File: config.mk
export PLATFORM = sky130hd
export DESIGN_NAME = bus_arbiter_flat
export DESIGN_NICKNAME = d
export VERILOG_FILES = /design/src/rtl/bus_arbiter_if.sv /design/src/rtl/bus_arbiter.sv /design/src/flat_wrapper.sv
export SDC_FILE = /design/constraint.sdc
export NUM_CORES = 1
export LEC_CHECK = 0
export ABC_AREA = 1
export CAP_MARGIN = 20
export CORE_AREA = 2 2 78 80
export CTS_BUF_LIST = sky130_fd_sc_hd__clkbuf_16
export CTS_CLUSTER_DIAMETER = 60
export CTS_CLUSTER_SIZE = 20
export DETAILED_ROUTE_END_ITERATION = 7
export DIE_AREA = 0 0 80 82
export DONT_BUFFER_PORTS = 1
export PLACE_DENSITY = 0.4
export SKIP_LAST_GASP = 1
export SLEW_MARGIN = 15
export SYNTH_ARGS = -nofsm -noshare
export SYNTH_HDL_FRONTEND = slang
export SYNTH_SLANG_ARGS = --single-unit
File: constraint.sdc
create_clock -name clk_i -period 1.75 [get_ports clk_i]
set_input_delay 0.35 -clock clk_i [delete_from_list [all_inputs] [get_ports clk_i]]
set_output_delay 0.35 -clock clk_i [all_outputs]
set_load 0.03 [all_outputs]
File: src/rtl/bus_arbiter_if.sv
// Signal bundle linking the fetch and LSU masters, the arbiter and the shared system bus.
// slave is the arbiter's view; master is the view of the requesting units and the bus slave.
interface bus_arbiter_if;
    logic        m0_req_i;
    logic [31:0] m0_addr_i;
    logic [7:0]  m0_ce_i;
    logic        m0_gnt_o;

    logic        m1_req_i;
    logic [31:0] m1_addr_i;
    logic [31:0] m1_wdata_i;
    logic        m1_we_i;
    logic [1:0]  m1_hb_i;
    logic [7:0]  m1_ce_i;
    logic        m1_gnt_o;

    logic [31:0] bus_addr_o;
    logic [31:0] bus_wdata_o;
    logic        bus_we_o;
    logic [1:0]  bus_hb_o;
    logic [7:0]  bus_ce_o;
    logic        bus_ack_i;

    logic        owner_o;
    logic        err_o;

    modport slave (
        input  m0_req_i, m0_addr_i, m0_ce_i,
        input  m1_req_i, m1_addr_i, m1_wdata_i, m1_we_i, m1_hb_i, m1_ce_i,
        input  bus_ack_i,
        output m0_gnt_o, m1_gnt_o,
        output bus_addr_o, bus_wdata_o, bus_we_o, bus_hb_o, bus_ce_o,
        output owner_o, err_o
    );

    modport master (
        output m0_req_i, m0_addr_i, m0_ce_i,
        output m1_req_i, m1_addr_i, m1_wdata_i, m1_we_i, m1_hb_i, m1_ce_i,
        output bus_ack_i,
        input  m0_gnt_o, m1_gnt_o,
        input  bus_addr_o, bus_wdata_o, bus_we_o, bus_hb_o, bus_ce_o,
        input  owner_o, err_o
    );
endinterface

File: src/rtl/bus_arbiter.sv
// Round-robin arbiter between fetch (m0) and LSU (m1) for the shared system bus,
// with a watchdog that force-completes transactions the slave never acknowledges.
//
// state   | meaning
// ST_IDLE | no owner; bus parked at 0, valid requests arbitrated
// ST_BUSY | owner drives the bus until ack, request drop or watchdog expiry
module bus_arbiter #(
    parameter int unsigned TIMEOUT = 15
) (
    input  logic         clk_i,
    input  logic         rst_i,
    bus_arbiter_if.slave bus
);

    localparam logic [0:0] ST_IDLE   = 1'b0;
    localparam logic [0:0] ST_BUSY   = 1'b1;
    localparam logic [7:0] WAIT_LAST = 8'(TIMEOUT - 1);

    logic [0:0] r_state;
    logic       r_owner;
    logic       r_last;
    logic [7:0] r_wait_cnt;

    logic        w_m0_valid;
    logic        w_m1_valid;
    logic        w_pick_m1;
    logic        w_busy;
    logic        w_own_valid;
    logic        w_ack_done;
    logic        w_timeout;
    logic        w_grant;
    logic        w_abort;
    logic [31:0] w_addr;
    logic [7:0]  w_ce;

    assign w_m0_valid = bus.m0_req_i & (|bus.m0_ce_i);
    assign w_m1_valid = bus.m1_req_i & (|bus.m1_ce_i);

    // On a tie the master that did not win last time gets the bus.
    assign w_pick_m1 = w_m1_valid & (~w_m0_valid | ~r_last);

    // Reset masks everything so a transaction caught by reset never sees a grant.
    assign w_busy      = (r_state == ST_BUSY) & ~rst_i;
    assign w_own_valid = r_owner ? w_m1_valid : w_m0_valid;
    assign w_ack_done  = w_busy & w_own_valid & bus.bus_ack_i;
    assign w_timeout   = w_busy & w_own_valid & ~bus.bus_ack_i & (r_wait_cnt == WAIT_LAST);
    assign w_grant     = w_ack_done | w_timeout;
    assign w_abort     = w_busy & ~w_own_valid;

    assign w_addr = r_owner ? bus.m1_addr_i : bus.m0_addr_i;
    assign w_ce   = r_owner ? (bus.m1_ce_i & {8{bus.m1_req_i}})
                            : (bus.m0_ce_i & {8{bus.m0_req_i}});

    assign bus.bus_addr_o  = w_busy ? w_addr : 32'd0;
    assign bus.bus_wdata_o = (w_busy & r_owner) ? bus.m1_wdata_i : 32'd0;
    assign bus.bus_we_o    = w_busy & r_owner & bus.m1_we_i;
    assign bus.bus_hb_o    = (w_busy & r_owner) ? bus.m1_hb_i : 2'b00;
    // A timed-out access is withdrawn from the slave while the master is released.
    assign bus.bus_ce_o    = (w_busy & ~w_timeout) ? w_ce : 8'd0;

    assign bus.m0_gnt_o = w_grant & ~r_owner;
    assign bus.m1_gnt_o = w_grant & r_owner;
    assign bus.owner_o  = w_busy & r_owner;
    assign bus.err_o    = w_timeout;

    always_ff @(posedge clk_i) begin
        if (rst_i) begin
            r_state    <= ST_IDLE;
            r_owner    <= 1'b0;
            r_last     <= 1'b1;
            r_wait_cnt <= 8'd0;
        end else begin
            case (r_state)
                ST_IDLE: begin
                    r_wait_cnt <= 8'd0;
                    if (w_m0_valid | w_m1_valid) begin
                        r_state <= ST_BUSY;
                        r_owner <= w_pick_m1;
                    end
                end
                ST_BUSY: begin
                    if (w_grant) begin
                        r_state    <= ST_IDLE;
                        r_last     <= r_owner;
                        r_wait_cnt <= 8'd0;
                    end else if (w_abort) begin
                        r_state    <= ST_IDLE;
                        r_wait_cnt <= 8'd0;
                    end else begin
                        r_wait_cnt <= r_wait_cnt + 8'd1;
                    end
                end
                default: begin
                    r_state    <= ST_IDLE;
                    r_wait_cnt <= 8'd0;
                end
            endcase
        end
    end

endmodule

File: src/flat_wrapper.sv
// flat-port wrapper written by rule: the top's interface ports become plain ports
module bus_arbiter_flat 
#(
    parameter int unsigned TIMEOUT = 15
)
  (clk_i, rst_i, bus_m0_req_i, bus_m0_addr_i, bus_m0_ce_i, bus_m1_req_i, bus_m1_addr_i, bus_m1_wdata_i, bus_m1_we_i, bus_m1_hb_i, bus_m1_ce_i, bus_bus_ack_i, bus_m0_gnt_o, bus_m1_gnt_o, bus_bus_addr_o, bus_bus_wdata_o, bus_bus_we_o, bus_bus_hb_o, bus_bus_ce_o, bus_owner_o, bus_err_o);
  bus_arbiter_if bus_i ();
  input  logic clk_i;
  input  logic rst_i;
  input wire logic [$bits(bus_i.m0_req_i)-1:0] bus_m0_req_i;
  input wire logic [$bits(bus_i.m0_addr_i)-1:0] bus_m0_addr_i;
  input wire logic [$bits(bus_i.m0_ce_i)-1:0] bus_m0_ce_i;
  input wire logic [$bits(bus_i.m1_req_i)-1:0] bus_m1_req_i;
  input wire logic [$bits(bus_i.m1_addr_i)-1:0] bus_m1_addr_i;
  input wire logic [$bits(bus_i.m1_wdata_i)-1:0] bus_m1_wdata_i;
  input wire logic [$bits(bus_i.m1_we_i)-1:0] bus_m1_we_i;
  input wire logic [$bits(bus_i.m1_hb_i)-1:0] bus_m1_hb_i;
  input wire logic [$bits(bus_i.m1_ce_i)-1:0] bus_m1_ce_i;
  input wire logic [$bits(bus_i.bus_ack_i)-1:0] bus_bus_ack_i;
  output wire logic [$bits(bus_i.m0_gnt_o)-1:0] bus_m0_gnt_o;
  output wire logic [$bits(bus_i.m1_gnt_o)-1:0] bus_m1_gnt_o;
  output wire logic [$bits(bus_i.bus_addr_o)-1:0] bus_bus_addr_o;
  output wire logic [$bits(bus_i.bus_wdata_o)-1:0] bus_bus_wdata_o;
  output wire logic [$bits(bus_i.bus_we_o)-1:0] bus_bus_we_o;
  output wire logic [$bits(bus_i.bus_hb_o)-1:0] bus_bus_hb_o;
  output wire logic [$bits(bus_i.bus_ce_o)-1:0] bus_bus_ce_o;
  output wire logic [$bits(bus_i.owner_o)-1:0] bus_owner_o;
  output wire logic [$bits(bus_i.err_o)-1:0] bus_err_o;
  assign bus_i.m0_req_i = bus_m0_req_i;
  assign bus_i.m0_addr_i = bus_m0_addr_i;
  assign bus_i.m0_ce_i = bus_m0_ce_i;
  assign bus_i.m1_req_i = bus_m1_req_i;
  assign bus_i.m1_addr_i = bus_m1_addr_i;
  assign bus_i.m1_wdata_i = bus_m1_wdata_i;
  assign bus_i.m1_we_i = bus_m1_we_i;
  assign bus_i.m1_hb_i = bus_m1_hb_i;
  assign bus_i.m1_ce_i = bus_m1_ce_i;
  assign bus_i.bus_ack_i = bus_bus_ack_i;
  assign bus_m0_gnt_o = bus_i.m0_gnt_o;
  assign bus_m1_gnt_o = bus_i.m1_gnt_o;
  assign bus_bus_addr_o = bus_i.bus_addr_o;
  assign bus_bus_wdata_o = bus_i.bus_wdata_o;
  assign bus_bus_we_o = bus_i.bus_we_o;
  assign bus_bus_hb_o = bus_i.bus_hb_o;
  assign bus_bus_ce_o = bus_i.bus_ce_o;
  assign bus_owner_o = bus_i.owner_o;
  assign bus_err_o = bus_i.err_o;
  bus_arbiter #(.TIMEOUT(TIMEOUT)) u_core (.clk_i(clk_i), .rst_i(rst_i), .bus(bus_i));
endmodule
* Yosys cells after proc, flatten, opt, wreduce, memory -nomap -nowiden *
Cells that the tools add are included.

storage, ports and cells
  input bits = 120
  output and inout port bits = 79
  logic and storage cells = 51
  flip-flop bits (word level) = 11

cells by class
  reductions and logical operators = 4
  equal/unequal tests = 1
  mux-type cells = 14
  bitwise logic cells = 27
  add/sub/neg operators = 1

operators with widths
  operator                                             count
  two-way mux 32 bit                                   3
  two-way mux 8 bit                                    4
  bitwise AND 8 bit                                    2
  one-hot mux 8 bit (2 select lines)                   1
  OR reduction 8 bit                                   2
  bitwise AND 1 bit                                    14
  adder 8 x 1 -> 8 bit, second input constant          1
  equality test 8 x 4 -> 1 bit, second input constant  1
  inverter 1 bit                                       8
  two-way mux 1 bit                                    4
  AND reduction 2 bit                                  2
  bitwise OR 1 bit                                     3
  two-way mux 2 bit                                    1
  one-hot mux 1 bit (2 select lines)                   1

* Logic depth before layout (Yosys ltp) *
Gate-level depths: netlist (run 1).

  depth after elaboration = 9
  depth in mapped cells = 9
  depth with buffers taken out = 9

* Least setup slack after synthesis (run 1) *
No wires, ideal clock.

  kind = reg2out
  start point = register u_core.r_owner
  end point = output bus_m0_gnt_o
  required time = 1.400 ns
  buffers on the path = 1
  arrival = 1.359 ns
  slack = 0.041 ns
  stages on the path, launching flop included = 8
  cell sequence = dfxtp_1 -> buf_6 -> inv_8 -> nor2_8 -> nand3_2 -> nand2_4 -> nand2_1 -> nor2_1

on the way
  word-level cells in the longest chain between the ends = 6

ends and longest elaborated chain
  what                             RTL line                              RTL
  start: declaration               bus_arbiter.sv:20                     logic r_owner;
  start signal: assignment         bus_arbiter.sv:78                     r_owner <= w_pick_m1;
  two-way mux 1 bit                bus_arbiter.sv:44                     assign w_own_valid = r_owner ? w_m1_valid : w_m0_valid;
  bitwise AND 1 bit                bus_arbiter.sv:45, bus_arbiter.sv:46
  bitwise AND 1 bit (2 in series)  bus_arbiter.sv:46                     assign w_timeout = w_busy & w_own_valid & ~bus.bus_ack_i & (r_wait_cnt == WAIT_LAST);
  bitwise OR 1 bit                 bus_arbiter.sv:47                     assign w_grant = w_ack_done | w_timeout;
  bitwise AND 1 bit *              bus_arbiter.sv:61                     assign bus.m0_gnt_o = w_grant & ~r_owner;
  end: declaration                 flat_wrapper.sv:20                    output wire logic [$bits(bus_i.m0_gnt_o)-1:0] bus_m0_gnt_o;

Mark *: on every way between the ends. The rest lies on a longest branch, timed or not.

* Final worst setup path (run 1) *
  start point = register u_core.r_wait_cnt[0]
  end point = output bus_bus_ce_o[2]

on the way
  word-level cells in the longest chain between the ends = 5

ends and longest elaborated chain
  what                          RTL line            RTL
  start: declaration            bus_arbiter.sv:22   logic [7:0] r_wait_cnt;
  start signal: assignment      bus_arbiter.sv:90   r_wait_cnt <= r_wait_cnt + 8'd1;
  equality test 8 x 4 -> 1 bit  bus_arbiter.sv:46
  bitwise AND 1 bit             bus_arbiter.sv:46
  inverter 1 bit                bus_arbiter.sv:59   assign bus.bus_ce_o = (w_busy & ~w_timeout) ? w_ce : 8'd0;
  bitwise AND 1 bit             bus_arbiter.sv:59
  two-way mux 8 bit             bus_arbiter.sv:59
  end: declaration              flat_wrapper.sv:26  output wire logic [$bits(bus_i.bus_ce_o)-1:0] bus_bus_ce_o;

No other way between the ends.

==> results of run 1 <==
[worst max path at each step]
stage	start	slack [ns]	to	depth (start not counted)
floorplan	u_core.r_owner	0.04	bus_m0_gnt_o	7
global placement	u_core.r_owner	0.1	bus_bus_ce_o[0]	8
detailed placement	u_core.r_owner	0.09	bus_bus_ce_o[5]	8
CTS	u_core.r_wait_cnt[0]	-0.04	bus_bus_ce_o[3]	8
global route	u_core.r_wait_cnt[1]	-0.06	bus_bus_ce_o[2]	7
finish	u_core.r_wait_cnt[0]	-0.02	bus_bus_ce_o[2]	8
[area by class of cell]
class                           count  area (sq um)  area share, %
Multi-Input combinational cell    216          1160           45.4
Clock buffer                        3          75.1           2.94
Tap cell                           75          93.8           3.67
Timing Repair Buffer               94           786           30.7
Sequential cell                    11           231           9.06
Clock inverter                      1          3.75          0.147
Inverter                           51           206           8.08
[power by group]
group	switching, mW	internal (mW)
logic	0.282	0.163
registers	0.00647	0.258
clock network	0.120	0.300
total	0.408	0.722
[cell usage in the layout (no fill, tap or decap), types with 2 or more instances in the layout]
cell type  instances
inv_2              6
nand4_1            3
nand2_1           80
nand3_2            3
a22oi_2            2
buf_12             2
buf_6             10
nor2_4             8
xnor2_1            2
o21ai_0            3
a21oi_2            3
clkbuf_16          4
nand2_4            6
nor2_1            53
nor2_2             3
dfxtp_1            4
a21oi_1           30
buf_4             81
xor2_1             3
a22oi_1            6
nand3_1            3
dfxtp_2            6
inv_1             43
[flip-flops by register name (all words and copies together) (netlist names)]
signal,cells
u_core.r_last,1
u_core.r_owner,1
u_core.r_state,1
u_core.r_wait_cnt,8
[cell usage after synthesis]
library cell | instances | area share, %
inv_8 | 1 | 0.73
nor3_2 | 2 | 1.3
buf_2 | 9 | 2.9
nor2_8 | 1 | 1.3
nand2_1 | 81 | 20
o21ai_0 | 3 | 0.97
nor2_1 | 55 | 13
dfxtp_1 | 11 | 14
xnor2_1 | 2 | 1.1
or2_2 | 1 | 0.40
a21oi_1 | 33 | 11
buf_1 | 3 | 0.73
ha_1 | 2 | 1.6
nor3_1 | 1 | 0.32
buf_6 | 1 | 0.73
inv_4 | 1 | 0.40
nor2_2 | 9 | 3.6
inv_2 | 4 | 0.97
clkinv_1 | 1 | 0.24
nand4_1 | 3 | 1.2
nand3_1 | 4 | 1.3
nand3_2 | 2 | 1.3
a22oi_1 | 8 | 3.9
nand2_4 | 5 | 3.6
xor2_1 | 3 | 1.7
nand2_8 | 1 | 1.3
inv_1 | 44 | 11
[critical path: cells and delay by family (launching register included)]
kind	cells	cell delay, ns
and+or+nand+nor	5	0.53
DFF	1	0.31
adders and majority gates	1	0.13
buffers and inverters	2	0.20
[what timing repair did]
action	4_1_cts	5_1_grt
gates resized for setup	31	13
hold endpoints to repair	0	0
pin swaps	7	10
setup buffers	6	2
endpoints found under the setup margin	67	48
gates cloned	0	1
[layer usage]
layer	wire length (um)	up-vias
met5	0	-
met4	74	0
met3	461	7
met2	3330	81
met1	2390	919
li1	-	1051
[stage by stage]
stage          cell area [sq um]  TNS [ns]  worst slack (ns)  hold slack, ns  power (mW)
2_1_floorplan               1550         0            0.0412           0.419       0.552
3_3_place_gp                2240         0            0.0983           0.431       0.663
3_5_place_dp                2240         0            0.0943           0.431       0.666
4_1_cts                     2480    -0.282           -0.0368           0.166        1.12
5_1_grt                     2560    -0.644           -0.0625           0.165        1.19
6_report                    2560    -0.115           -0.0209           0.169        1.13
[logic make-up after synthesis]
family | after synthesis | synth area share (%)
compound gates | 44 | 15.5
xor+xnor | 5 | 2.82
simple gates | 165 | 48.5
buf+inv | 64 | 17.3
flops | 11 | 14.2
fa+ha+maj | 2 | 1.61
==> impl_metrics.json, run 1 <==
{
  "use_met3_pct": 3.41,
  "finClkSkew_ns": 0.00135,
  "critPathSlowestCell": "dfxtp_2",
  "fin_crit_sh_pct": 101,
  "grt.busiest_layer": "met2",
  "ant_nets": 0,
  "use_met1_pct": 17.8,
  "drc": 0,
  "end_kind": "primary output",
  "cts_hold_buf": 0,
  "crit_top_cell": "nand2_4",
  "critPathRequiredTime_ns": 1.40,
  "final_max_slew_viol_count": 0,
  "timing.rr.end": "u_core.r_wait_cnt[6]",
  "violations": "negative setup slack",
  "cap_violations": 0,
  "rows": 28,
  "chipHeight_um": 82,
  "syn_area_sq_mm": 0.00155,
  "cts_max_level": 1,
  "clk_latency_ns": 0.24,
  "io_buffer_count": 0,
  "setup_viol": 9,
  "via_per_inst": 4.56,
  "ios": 199,
  "hpwlAfterDp_mm": 4.80,
  "ff2ff_setup_slack_ns": 0.51,
  "r2r_cells": 6,
  "hp-start": "rst_i",
  "synth_fp_nets": 413,
  "dr.pass1.iters": 5,
  "worst_slew_pin_slew_ns": 0.334,
  "startpoint_type": "flip-flop",
  "synth.distinct_cells": 27,
  "cts_buffers": 3,
  "cts-root-buf": "clkbuf_16",
  "fp.coreArea_sq_mm": 0.00575,
  "n_antenna_cell": 0,
  "fp.dieW_um": 80,
  "clk_path_buf_depth": 2,
  "cts_sinks": 11,
  "rsz0062_at_grt": "yes",
  "irDropWorstVdd_uv": 487,
  "critical_path_class": "flip-flop to primary output",
  "worstPathMaxFanout": 8,
  "gp_congestion": 0.899,
  "wl_per_cell_um": 13.9,
  "ys_warn_count": 0,
  "fin_crit_ns": 1.77,
  "grt_antenna_before_repair": 0,
  "drive_above_1_share_pct": 38.3,
  "die-area_sq_mm": 0.00656,
  "hold_path_class": "input port to flip-flop",
  "worstHoldEndpoint": "u_core.r_owner",
  "grt_pass1_vias": 1754,
  "initial_core_util_pct": 27.0,
  "cellPowerDensity_mw_per_mm2": 442,
  "fmax_mhz": 565,
  "final_util_pct": 44.5,
  "cts_tree": "built",
  "p_leak_nw": 1.42,
  "seq_area_frac_synth_pct": 14.2,
  "drt-initial-drc-count": 72,
  "hold_viol": 0,
  "syn_avg_cell_area_sq_um": 5.33,
  "syn_inst": 291,
  "nFillCells": 646,
  "hold_path_depth": 1,
  "slew_headroom_pct": 77.7,
  "critPathMaxStageDelay_ns": 0.31,
  "layout.cells.non_filler": 451,
  "outcome": "complete, but fails checks",
  "cts.clk_slew.worst_paths_ns": 0.04,
  "layout_setup_ws_ns": -0.0209,
  "synth.ff_latch_count": 11,
  "track_usage_pct": 16.0,
  "grt_use_met2_pct": 30.3,
  "totalWireLength_mm": 6.26,
  "vias": 2058,
  "grt_max_degree": 36,
  "timing.rr.start": "u_core.r_wait_cnt[1]",
  "grt_overflow_total": 0,
  "areaGrowthSynthToFinish_pct": 64.8,
  "dpl.cell_count": 438,
  "fin_nets": 499,
  "grt_pass1_wl_mm": 8.29,
  "arrival_ns": 1.42,
  "path_cells": "inv_2, ha_4, nand2_4, nor3_4, nand2_4, nand2_8, nor2_4, buf_6"
}
(Power assumes the default switching activity.)
==> inputs of run 2 (changes only) <==
- GPL_TIMING_DRIVEN: not set -> 0
- PLACE_DENSITY: 0.4 -> not set
- PLACE_DENSITY_LB_ADDON: not set -> 0.15
==> run 2 against run 1 <==
The flow still finishes with violations (negative setup slack). Total power rose by 6.9%. Global-route usage rose by 0.62 points. Sequential power barely moved. Via count fell by 8.8%. Clock-buffer cell count did not move. Sequential share of layout area fell by 0.29 points. Maximum frequency fell by 2.7%. Utilization rose by 0.46 points. Setup slack got worse by 0.050 ns. Critical path type unchanged. Critical endpoint is now bus_bus_wdata_o[22].
==> impl_metrics.json, run 2 (synthesis results as in run 1) <==
{
  "critPathRequiredTime_ns": 1.40,
  "nFillCells": 589,
  "finClkSkew_ns": 0.00315,
  "final_cell_mix": "nand2_1, inv_1, nor2_4",
  "cts_buffers": 3,
  "dpl.cell_count": 366,
  "initial_core_util_pct": 27.0,
  "ios": 199,
  "tns_ns": -1.45,
  "track_usage_pct": 16.7,
  "violations": "negative setup slack",
  "grt_pass1_vias": 1764,
  "io_buffer_count": 0,
  "ff2ff_setup_slack_ns": 0.49,
  "p_leak_nw": 0.993,
  "hold_path_class": "input port to flip-flop",
  "ant_nets": 0,
  "final_common_cell": "nand2_1",
  "layout.cells.non_filler": 381,
  "fp.dieW_um": 80,
  "rsz0062_at_grt": "yes",
  "irDropWorstVdd_uv": 498,
  "final_max_slew_viol_count": 0,
  "vias": 1876,
  "fin_crit_sh_pct": 104,
  "cts_tree": "built",
  "clk_path_buf_depth": 2,
  "setup_viol": 39,
  "end_kind": "primary output",
  "critical_path_class": "flip-flop to primary output",
  "post-place-ws_ns": -0.196,
  "hold_viol": 0,
  "grt_pass1_wl_mm": 8.58,
  "via_per_inst": 4.92,
  "fin_crit_ns": 1.82,
  "fp.coreArea_sq_mm": 0.00575,
  "die-area_sq_mm": 0.00656,
  "cts_max_level": 1,
  "startpoint_type": "flip-flop",
  "drt-initial-drc-count": 42,
  "cellPowerDensity_mw_per_mm2": 467,
  "drive_above_1_share_pct": 44.3,
  "totalWireLength_mm": 6.39,
  "grt_overflow_total": 0,
  "rows": 28,
  "cts-root-buf": "clkbuf_16",
  "outcome": "complete, but fails checks",
  "worstPathMaxFanout": 10,
  "cts_sinks": 11,
  "regMostFlops": "u_core.r_wait_cnt",
  "cts_hold_buf": 0,
  "gp_congestion": 0.775,
  "cap_violations": 0,
  "wl_per_cell_um": 16.8,
  "slew_headroom_pct": 73.3,
  "arrival_ns": 1.47,
  "hold_slack_ns": 0.168,
  "dr.pass1.iters": 4,
  "worst_slew_pin_slew_ns": 0.400,
  "chipHeight_um": 82,
  "layout_setup_ws_ns": -0.0710,
  "hpwlAfterDp_mm": 4.57,
  "power_mw": 1.21,
  "fmax_mhz": 549,
  "largest_register_ffs": 8,
  "fin_nets": 428,
  "drc": 0,
  "grt_max_degree": 11,
  "areaGrowthSynthToFinish_pct": 66.5,
  "clk_latency_ns": 0.24,
  "cts.clk_slew.worst_paths_ns": 0.04,
  "grt_antenna_before_repair": 2
}
run 2: changes by cell type in the layout (fill, tap and decap cells not counted), sizes merged:
cell	previous run	this run
clkbuf	4	3
inv	52	49
clkinvlp	0	1
clkinv	0	2
diode	0	1
buf	93	23
run 2: final timing paths:
| kind | start | to | cells past startpoint |
|---|---|---|---|
| setup / recovery | u_core.r_owner | bus_bus_wdata_o[22] | 6 |
| hold / removal | rst_i | u_core.r_owner | 1 |
| setup reg to reg | u_core.r_owner | u_core.r_wait_cnt[3] | 8 |
| hold reg to reg | u_core.r_wait_cnt[0] | u_core.r_wait_cnt[0] | 1 |
run 2: timing repair:
item / 4_1_cts / 5_1_grt
pin swaps: 17 / 14
setup endpoints to repair: 76 / 76
gates resized for setup: 155 / 31
buffers inserted: 10 / 1
run 2: final cells by class:
| cell class | count | area [sq um] | share of cell area, % |
|---|---|---|---|
| repair buffers | 11 | 95.1 | 3.68 |
| clock buffers | 3 | 75.1 | 2.91 |
| plain buffers | 12 | 128 | 4.94 |
| flip-flops and latches | 11 | 226 | 8.77 |
| clock inverters | 1 | 5.00 | 0.194 |
| diodes | 1 | 2.50 | 0.0969 |
| inverters | 51 | 213 | 8.24 |
| multi-input cells | 216 | 1740 | 67.5 |
| well taps | 75 | 93.8 | 3.63 |
run 2: where the power goes:
group | leakage [nW] | internal (mW) | switching (mW) | total (mW)
Sequential | 0.0906 | 0.259 | 0.00569 | 0.264
Combinational | 0.861 | 0.151 | 0.379 | 0.530
Clock | 0.0409 | 0.302 | 0.110 | 0.413
Total | 0.993 | 0.711 | 0.496 | 1.21
run 2: worst max-delay path, stage by stage (launching register included):
cell and delay (ns):
dfxtp_2 0.31, buf_6 0.12, inv_8 0.05, nor2_8 0.19, inv_4 0.13, buf_8 0.19, nor2_4 0.24
run 2: layer usage:
layer | global-route usage [%] | part of all wire, % | routed length (um) | vias to the layer above
met4 | 4.24 | 1.7 | 106 | 2
li1 | - | - | - | 914
met3 | 6.26 | 9.3 | 593 | 12
met5 | 0 | 0.16 | 10 | -
met2 | 33.0 | 55 | 3530 | 88
met1 | 16.1 | 34 | 2150 | 860
run 2: through the flow:
step | utilization, % | area (sq um)
2_1_floorplan | - | 1550
3_3_place_gp | 28.6 | 1650
3_5_place_dp | 28.6 | 1650
4_1_cts | 43.1 | 2480
5_1_grt | 44.9 | 2580
6_report | 44.9 | 2580
